`src/rtl/dev_hex_display_pkg.sv`:
```
// Shared constants and nibble decode for the hex display.
// Segment patterns are gfedcba, active high.
package pkg_hex;

  localparam logic [6:0] SEG_OFF = 7'h00;

  localparam logic [15:0][6:0] SEG_TABLE = {
    7'h71, 7'h79, 7'h5E, 7'h39,
    7'h7C, 7'h77, 7'h6F, 7'h7F,
    7'h07, 7'h7D, 7'h6D, 7'h66,
    7'h4F, 7'h5B, 7'h06, 7'h3F
  };

  function automatic logic [6:0] decode(input logic [3:0] nib);
    return SEG_TABLE[nib];
  endfunction

endpackage

```
`src/rtl/dev_hex_display_hex7seg_decode.sv`:
```
// Combinational nibble to 7-segment pattern.
// Thin wrapper so the table can be exercised alone.
module hex7seg_decode
  import pkg_hex::*;
(
  input  logic [3:0] nib,
  output logic [6:0] pattern
);

  // table lookup
  always_comb begin
    pattern = decode(nib);
  end

endmodule

```
`src/rtl/dev_hex_display.sv`:
```
// Two-digit multiplexed 7-segment driver.
// Shows hex_val as two hex digits with per-slot blanking.
module dev_hex_display
  import pkg_hex::*;
#(
  parameter int CLK_FREQ     = 12_000_000,
  parameter int SWITCH_HZ    = 1_000,
  parameter int BLANK_CYCLES = 16
) (
  input  logic       clk,
  input  logic       rst,
  input  logic [7:0] hex_val,
  output logic       digit_sel,
  output logic [6:0] seg_pins
);

  localparam int DIGIT_CYCLES =
    (SWITCH_HZ == 0) ? 1 : CLK_FREQ / SWITCH_HZ;
  localparam int CW =
    (DIGIT_CYCLES > 1) ? $clog2(DIGIT_CYCLES) : 1;
  localparam logic [CW-1:0] CNT_LAST = CW'(DIGIT_CYCLES - 1);

  if (SWITCH_HZ == 0) begin : g_bad_hz
    $error("SWITCH_HZ must be nonzero");
  end
  if (DIGIT_CYCLES < 1) begin : g_bad_dc
    $error("DIGIT_CYCLES must be at least 1");
  end
  if (BLANK_CYCLES < 0 || BLANK_CYCLES >= DIGIT_CYCLES) begin : g_bad_bl
    $error("BLANK_CYCLES must be in [0, DIGIT_CYCLES)");
  end

  logic [CW-1:0] cnt;
  logic [CW-1:0] cnt_next;
  logic          wrap;
  logic          sel_next;
  logic          blank;
  logic [3:0]    nib;
  logic [6:0]    pattern;

  // next-state for slot counter and digit select
  always_comb begin
    wrap     = (cnt == CNT_LAST);
    cnt_next = wrap ? '0 : cnt + 1'b1;
    sel_next = wrap ? ~digit_sel : digit_sel;
    blank    = (int'(cnt_next) < BLANK_CYCLES);
    nib      = sel_next ? hex_val[7:4] : hex_val[3:0];
  end

  hex7seg_decode u_dec (
    .nib     (nib),
    .pattern (pattern)
  );

  // segments follow next-state select so they never lag the digit
  always_ff @(posedge clk) begin
    if (rst) begin
      cnt       <= '0;
      digit_sel <= 1'b0;
      seg_pins  <= SEG_OFF;
    end else begin
      cnt       <= cnt_next;
      digit_sel <= sel_next;
      seg_pins  <= blank ? SEG_OFF : pattern;
    end
  end

endmodule

```
`config.mk`:
```
export PLATFORM = sky130hd
export DESIGN_NAME = dev_hex_display
export DESIGN_NICKNAME = d
export VERILOG_FILES = /design/src/rtl/dev_hex_display_pkg.sv /design/src/rtl/dev_hex_display_hex7seg_decode.sv /design/src/rtl/dev_hex_display.sv
export SDC_FILE = /design/constraint.sdc
export NUM_CORES = 1
export LEC_CHECK = 0
export ABC_AREA = 1
export CORE_MARGIN = 1
export CORE_UTILIZATION = 40
export DETAILED_ROUTE_END_ITERATION = 6
export PLACE_DENSITY = 0.57
export RECOVER_POWER = 50
export SYNTH_ARGS = -nofsm -noshare
export SYNTH_HDL_FRONTEND = slang
export SYNTH_SLANG_ARGS = --single-unit
```
`constraint.sdc`:
```
create_clock -name clk -period 2.5 [get_ports clk]
set_input_delay 0.5 -clock clk [delete_from_list [all_inputs] [get_ports clk]]
set_output_delay 0.5 -clock clk [all_outputs]
set_load 0.02 [all_outputs]
```
; After elaboration in Yosys (flattened, before gate mapping)
; Memories as Yosys holds them, arrays and structs flattened. A register that Yosys moved wholly into a read port is not among the register bits.
; Cells that the tools add are included.
[word_totals]
regBits = 15
rom_bits = 112
out_inout_bits = 8
memories = 1
[memory_table]
columns = memory, depth, width, read_ports, rd_ports_with_merged_regs, wr, line
row1 = (no name shown), 16, 7, 1, 1, 0, dev_hex_display_pkg.sv:15  ; return SEG_TABLE[nib];
[classes]
add_sub_neg = 1
n_lt_le_gt_ge = 1
eq_ne = 1
mux = 3
bitwise_logic = 1
n_reduce_logical = 1
[ops]
columns = cell, n
row1 = "14-bit by 1-bit adder with 14-bit output, second input constant", 1
row2 = "14-bit == test, second input constant", 1
row3 = "14-bit by 5-bit < comparator with 1-bit output, second input constant", 1
row4 = 14-bit 2-to-1 mux, 1
row5 = 4-bit 2-to-1 mux, 1
row6 = 2-bit OR reduction, 1
row7 = 1-bit 2-to-1 mux, 1
row8 = 1-bit inverter, 1

; Depth between registers and ports, before layout
; Gate-level depths: netlist of the first run.
[logic_depth]
ltp_word = 4
ltp_mapped = 16

; Cells and area by module
; Synthesis of the first run repeated with hierarchy kept, for this count alone.
[hier_totals]
hier_cells = 207
area_unflattened_um2 = 1370.1
[modules_own_cells]
columns = module, instances, cells_each, area_each_um2, seq_area_each_um2
row1 = dev_hex_display, 1, 155, 1099.8, 440.4
row2 = hex7seg_decode, 1, 52, 270.3, 0.0

; Worst setup path before layout of the first run
; OpenSTA, ideal clock, no wires.
[synth_timing]
path_kind = register -> register
startpoint = register cnt[0]
endpoint = register seg_pins[5]
t_arrival_ps = 1840
required_time_ps = 2433
slack_ps = 593
path_stages_with_launch = 17
cell_sequence = dfxtp_1 ha_1 nand2_1 inv_2 nand2_4 nor2_8 nand2_4 nand2_8 nand2_8 nand2_1 nand2_1 ha_1 inv_1 nand3_1 nand2_1 nand2_1 a21oi_2
[synth_via]
elab_chain_cells = 4
word_cells_on_any_way = 7
classes_between = add/sub (1) / order compare (1) / eq/ne (1) / mux (3) / reduce/logical (1)
[synth_rtl]
columns = element, line
row1 = "start, declared", dev_hex_display.sv:33  ; logic [CW-1:0] cnt;
row2 = "start signal, assigned", dev_hex_display.sv:62  ; cnt <= cnt_next;
row3 = 14-bit by 1-bit adder with 14-bit output / 14-bit == test (equally long branches), "dev_hex_display.sv:44, dev_hex_display.sv:43"
row4 = 14-bit 2-to-1 mux, dev_hex_display.sv:44  ; cnt_next = wrap ? '0 : cnt + 1'b1;
row5 = 14-bit by 5-bit < comparator with 1-bit output, dev_hex_display.sv:46  ; blank = (int'(cnt_next) < BLANK_CYCLES);
row6 = 2-bit OR reduction (no source line), n/a
row7 = "end, declared", dev_hex_display.sv:14  ; output logic [6:0] seg_pins
; Parallel ways exist; a longest one is shown, timed or not.
; A chain may end at the register's enable or synchronous reset.

; Worst setup path in the final report of the first run
[layout_timing]
startpoint = register cnt[0]
endpoint = register seg_pins[3]
; The elaborated chain is that of the path after synthesis.

==> out/metrics.cfg, run 1 <==
[critical_path]
cp.arrival_ns=2.29
rr_endpoint=seg_pins[3]
critPathRequiredTime_ns=2.65
reg2reg_from=cnt[0]
worstSetupPathType=flip-flop to flip-flop
crit_fanout=6
endpoint_kind=flip-flop
r2r_setup_slack_ns=0.37
worstSetupStartpoint=cnt[0]
r2r_cells=15
cp-start-kind=flip-flop

[sta]
setup_violations=0
tns_ns=0
rsz0062_at_grt=no
max_freq_ghz=0.469
layout_min_cycle_time_ns=2.13
period_share_pct=85.2
finalClockSkew_ns=0.00549
slew_headroom_pct=66.8
worst_slew_pin_slew_ns=0.497
hold_viol_final=0
slew_viol_final=0

[finish]
area_growth_pct=17.7
n_antenna_cell=0
finalNonFillerCells=298
fill_cells=377
drive_above_1_share_pct=18.0
final_nets=269

[cts]
root_buffer=clkbuf_8
clk_pin_slew_ns=0.08
cts_tree=done
cts_sinks=22
clockBufferDepth=2
cts_buffers=3
cts_repair_resize_count=0
post_cts_buffers=0
cts_hold_buf=0
htreeDepth=1
insertion_delay_ns=0.27

[placed_design]
gp_congestion=0.849
placed_cells=294
port_buffers=17
dp_hpwl_um=2750

[worst_hold_path]
hp-class=flip-flop to flip-flop
worstHoldEndpoint=cnt[0]
min_path_cells=1
hp-start=cnt[0]

[grt]
grt_overflow=0
grt_pass1_vias=1344
met3_usage_pct=2.43
grt_usage_pct=18.8
grt_antenna_before_repair=0
top_usage_layer=met2
grt_max_degree=14
grt_use_met2_pct=29.9
grt_util_met1_pct=25.4
grt_pass1_wl_um=6100

[job]
maxCapViolCount=0

[power_and_ir_drop]
leakagePower_uw=0.000866
power_density_nw_per_um2=410
ir_drop_mv=0.228

[die]
die-height_um=65.4
core-area_um2=3770
rows=22
start_util_pct=42.6
io_pins=18
die_w_um=65.4
dieArea_um2=4280

[detailed_routing]
drc=0
vias=1426
first_pass_iters=5
via_per_inst=4.79
routedWlPerCell_um=11.3
ant_nets=0
finalWirelength_um=3360
drt_iter0_drc=83

[synthesis]
ys_seq_elements=22
synth_nets=248
synth_area_um2=1610
synth_cells=230
yosysWarnings=0
synth_seq_area_share_pct=27.4
avgSynthCellArea_um2=6.99
ys_types=28

[outcome]
outcome=finished, final reports clean

-- worst max-delay path: stages (launching register included) --
cell and delay [ns]:
dfxtp_1 0.38, ha_1 0.18, nand2_1 0.08, inv_2 0.11, nand2_4 0.09, nor2_1 0.13, nand2_1 0.17, nand2_2 0.14
nand3b_1 0.08, nand2_1 0.17, ha_1 0.21, inv_1 0.04, nand2_1 0.06, nand3_1 0.07, nand2_1 0.07, nor2_1 0.04
-- worst max-delay path by stage --
stage                              to  slack, ns
after floorplan           seg_pins[5]       0.59
after global placement    seg_pins[5]       0.41
after detailed placement  seg_pins[6]       0.39
after CTS                 seg_pins[6]       0.38
after global routing      seg_pins[5]       0.11
final                     seg_pins[3]       0.37
-- cells in the mapped netlist, drive strengths merged --
cell,number,area [um2]
and3,1,6.26
clkbuf,1,3.75
nand4,7,43.8
nand3b,3,22.5
o21bai,1,7.51
xor2,1,8.76
a21oi,7,57.6
inv,29,109
dfxtp,22,440
buf,1,11.3
o21ai,3,30.0
nand3,31,205
nand2,79,389
nor2,35,168
nor3,1,5.00
ha,8,100
-- layer usage --
layer	vias to the layer above	routed length, um	share of wire, %
li1	776	-	-
met1	618	1670	50
met2	28	1490	44
met3	4	135	4.0
met4	0	57	1.7
met5	-	0	0
-- layout by cell type, fill, tap and decap left out, drive strengths merged --
master,n
nand2,79
inv,29
clkbuf,3
o21bai,1
xor2,1
a21oi,7
nor3,1
clkdlybuf4s50,17
bufinv,1
nand4,7
dfxtp,22
nor2,35
ha,8
nand3b,3
o21ai,3
nand3,31
and3,1
buf,1
-- state kept, by name, indices dropped and copies added, names as in the netlist --
| register | cells |
|---|---|
| cnt | 14 |
| seg_pins | 7 |
| digit_sel | 1 |
-- through the flow --
step	area, um2	util [%]	hold WS [ns]	power [uW]	setup slack [ns]
after global placement	1830	48.5	0.446	448	0.406
final	1890	50.2	0.468	776	0.369
after detailed placement	1830	48.5	0.447	447	0.392
after CTS	1900	50.4	0.468	784	0.375
after global routing	1890	50.2	0.476	813	0.109
after floorplan	1610	-	0.430	417	0.593
-- cell families after synthesis --
| group | Yosys count | synth area share [%] |
|---|---|---|
| AO/OA/AOI/OAI | 11 | 5.91 |
| adder cells (fa/ha/maj) | 8 | 6.23 |
| XOR/XNOR | 1 | 0.545 |
| flip-flops | 22 | 27.4 |
| buffers and inverters | 31 | 7.70 |
| AND/OR/NAND/NOR | 157 | 52.2 |
-- cell type report --
class	count	area (um2)	area share [%]
clock buffers	3	41.3	2.18
clock inverters	1	30.0	1.59
inverters	29	109	5.75
multi-input cells	177	1030	54.6
flip-flops and latches	22	440	23.3
well taps	48	60.1	3.17
repair buffers	18	178	9.39
-- where the power goes --
group          switching, uW  internal, uW
clock                    124           214
sequential              3.60           354
combinational           45.7          34.7
(Power assumes the default switching activity.)
==> run 2: changes to the inputs <==
CORE_ASPECT_RATIO = 0.9   (was not set)
==> out/metrics.cfg, run 2 (synthesis results as in run 1) <==
[sta]
setup_violations=0  ; unchanged
hold_viol_final=0  ; unchanged
tns_ns=0  ; unchanged
period_share_pct=85.4  ; +0.16 points
worst_slew_pin_slew_ns=0.495  ; -0.00187 ns
slew_viol_final=0  ; unchanged
finalClockSkew_ns=0.00404  ; -0.00145 ns
slew_headroom_pct=66.9  ; +0.12 points
postLayoutSetupSlackWorst_ns=0.365  ; -0.00401 ns
max_freq_ghz=0.468  ; -0.19%
rsz0062_at_grt=no
layout_min_cycle_time_ns=2.13  ; +0.00401 ns

[die]
rows=21  ; -4.5%
die_w_um=68.8  ; +5.2%
core-area_um2=3780  ; +0.33%
die-height_um=62.1  ; -5.0%
dieArea_um2=4280  ; about the same
io_pins=18  ; unchanged
start_util_pct=42.5  ; -0.14 points

[detailed_routing]
drc=0  ; unchanged
via_per_inst=4.78  ; about the same
first_pass_iters=4  ; -1
drt_iter0_drc=78  ; -6.0%
routedWlPerCell_um=11.1  ; -1.4%
ant_nets=0  ; unchanged
finalWirelength_um=3290  ; -2.1%
vias=1416  ; -0.70%

[grt]
grt_overflow=0  ; unchanged
grt_pass1_wl_um=5890  ; -3.5%
grt_max_degree=13  ; -1
grt_pass1_vias=1368  ; +1.8%
grt_usage_pct=17.7  ; -1.0 points
grt_antenna_before_repair=0  ; unchanged

[critical_path]
endpoint_kind=flip-flop
r2r_setup_slack_ns=0.37  ; about the same
worstSetupPathType=flip-flop to flip-flop
r2r_cells=16  ; +1
critPathRequiredTime_ns=2.70  ; +0.05 ns
crit_fanout=7  ; +1
crit_buf_inv=2  ; unchanged
crit_path_frequent_cell=nand2_1
cp-start-kind=flip-flop
worstSetupStartpoint=cnt[0]
worst_path_max_delay_cell=dfxtp_1
worst_path_largest_cell_delay_ns=0.38  ; about the same
cp-endpoint=seg_pins[5]
reg2reg_from=cnt[0]
path_depth=16  ; +1
rr_endpoint=seg_pins[5]
crit_chain=ha_1 > nand2_1 > inv_1 > nand2_4 > nor2_8 > nand2_4 > nand2_8 > nand2_8 > nand2_1 > nand2_1 > ha_1 > inv_1 > nand3_1 > nand2_1 > nand2_1 > a21oi_2
cp.arrival_ns=2.34  ; +0.05 ns
cpLargestDelayFamily=simple AND/OR/NAND/NOR gates

[power_and_ir_drop]
ir_drop_mv=0.152  ; -33%
power_uw=701  ; -9.7%
power_density_nw_per_um2=372  ; -9.3%
leakagePower_uw=0.000863  ; -0.38%

[cts]
cts_repair_resize_count=0  ; unchanged
clk_pin_slew_ns=0.09  ; about the same
clockBufferDepth=2  ; unchanged
cts_tree=done
cts_sinks=22  ; unchanged
insertion_delay_ns=0.26  ; about the same
cts_hold_buf=0  ; unchanged
htreeDepth=1  ; unchanged
cts_buffers=3  ; unchanged
root_buffer=clkbuf_8
post_cts_buffers=0  ; unchanged

[finish]
post-route-util_pct=49.8  ; -0.40 points
drive_above_1_share_pct=18.4  ; +0.40 points
n_antenna_cell=0  ; unchanged
final_common_cell=nand2_1
largest_reg_flops=14  ; unchanged
post-route-cell-area_um2=1880  ; -0.46%
top_register=cnt
most-common-layout-cells=nand2_1, nor2_1, inv_1
largest_registers=cnt x14, seg_pins x7, digit_sel x1
final_nets=269  ; unchanged
area_growth_pct=17.1

[job]
maxCapViolCount=0  ; unchanged

[placed_design]
dp_hpwl_um=2650  ; -3.6%
post-place-ws_ns=0.448  ; +0.0562 ns
gp_congestion=0.859  ; +1.1%
port_buffers=17  ; unchanged
placed_area_um2=1830  ; -0.14%

[worst_hold_path]
hp-class=flip-flop to flip-flop

[outcome]
outcome=finished, final reports clean

## run 2: cell type report
cell class	count	area [um2]
Multi-Input combinational cell	177	1040
Fill cell	388	1900
Sequential cell	22	440
Inverter	29	109
Timing Repair Buffer	18	178
Tap cell	46	57.6
Clock buffer	4	55.1
## run 2: how the worst min path moves through the flow
stage            from     end  slack, ns  cells past startpoint
3_5_place_dp   cnt[0]  cnt[0]       0.46                      1
3_3_place_gp   cnt[0]  cnt[0]       0.45                      1
2_1_floorplan  cnt[0]  cnt[0]       0.43                      1
6_report       cnt[0]  cnt[0]       0.48                      1
4_1_cts        cnt[0]  cnt[0]       0.48                      1
5_1_grt        cnt[0]  cnt[0]       0.52                      1
## run 2: power by group
| group | internal [uW] | switching [uW] |
|---|---|---|
| Clock | 140 | 123 |
| Combinational | 34.6 | 45.4 |
| Sequential | 354 | 3.33 |
## run 2: worst register-to-register path, cell delays in order, from the launching register on
cell,delay (ns)
dfxtp_1,0.38
ha_1,0.18
nand2_1,0.07
inv_1,0.16
nand2_4,0.11
nor2_8,0.12
nand2_4,0.08
nand2_8,0.10
nand2_8,0.07
nand2_1,0.06
nand2_1,0.11
ha_1,0.22
inv_1,0.05
nand3_1,0.10
nand2_1,0.08
nand2_1,0.06
a21oi_2,0.13
## run 2: metal layers
layer / vias to the layer above / share of wire (%) / track usage [%]
li1: 765 / - / -
met1: 624 / 50 / 23.5
met2: 25 / 47 / 29.3
met3: 2 / 2.6 / 3.86
met4: 0 / 0.61 / 3.06
met5: - / 0 / 0
## run 2: metrics by stage
step	hold slack, ns	cells
2_1_floorplan	0.430	230
3_3_place_gp	0.449	292
3_5_place_dp	0.457	292
4_1_cts	0.477	296
5_1_grt	0.516	296
6_report	0.480	296
==> run 3: changes to the inputs <==
GPL_ROUTABILITY_DRIVEN = 0   (was not set)
==> results of run 3 <==
The final DEF is identical to that of run 2; final timing and power are the same.
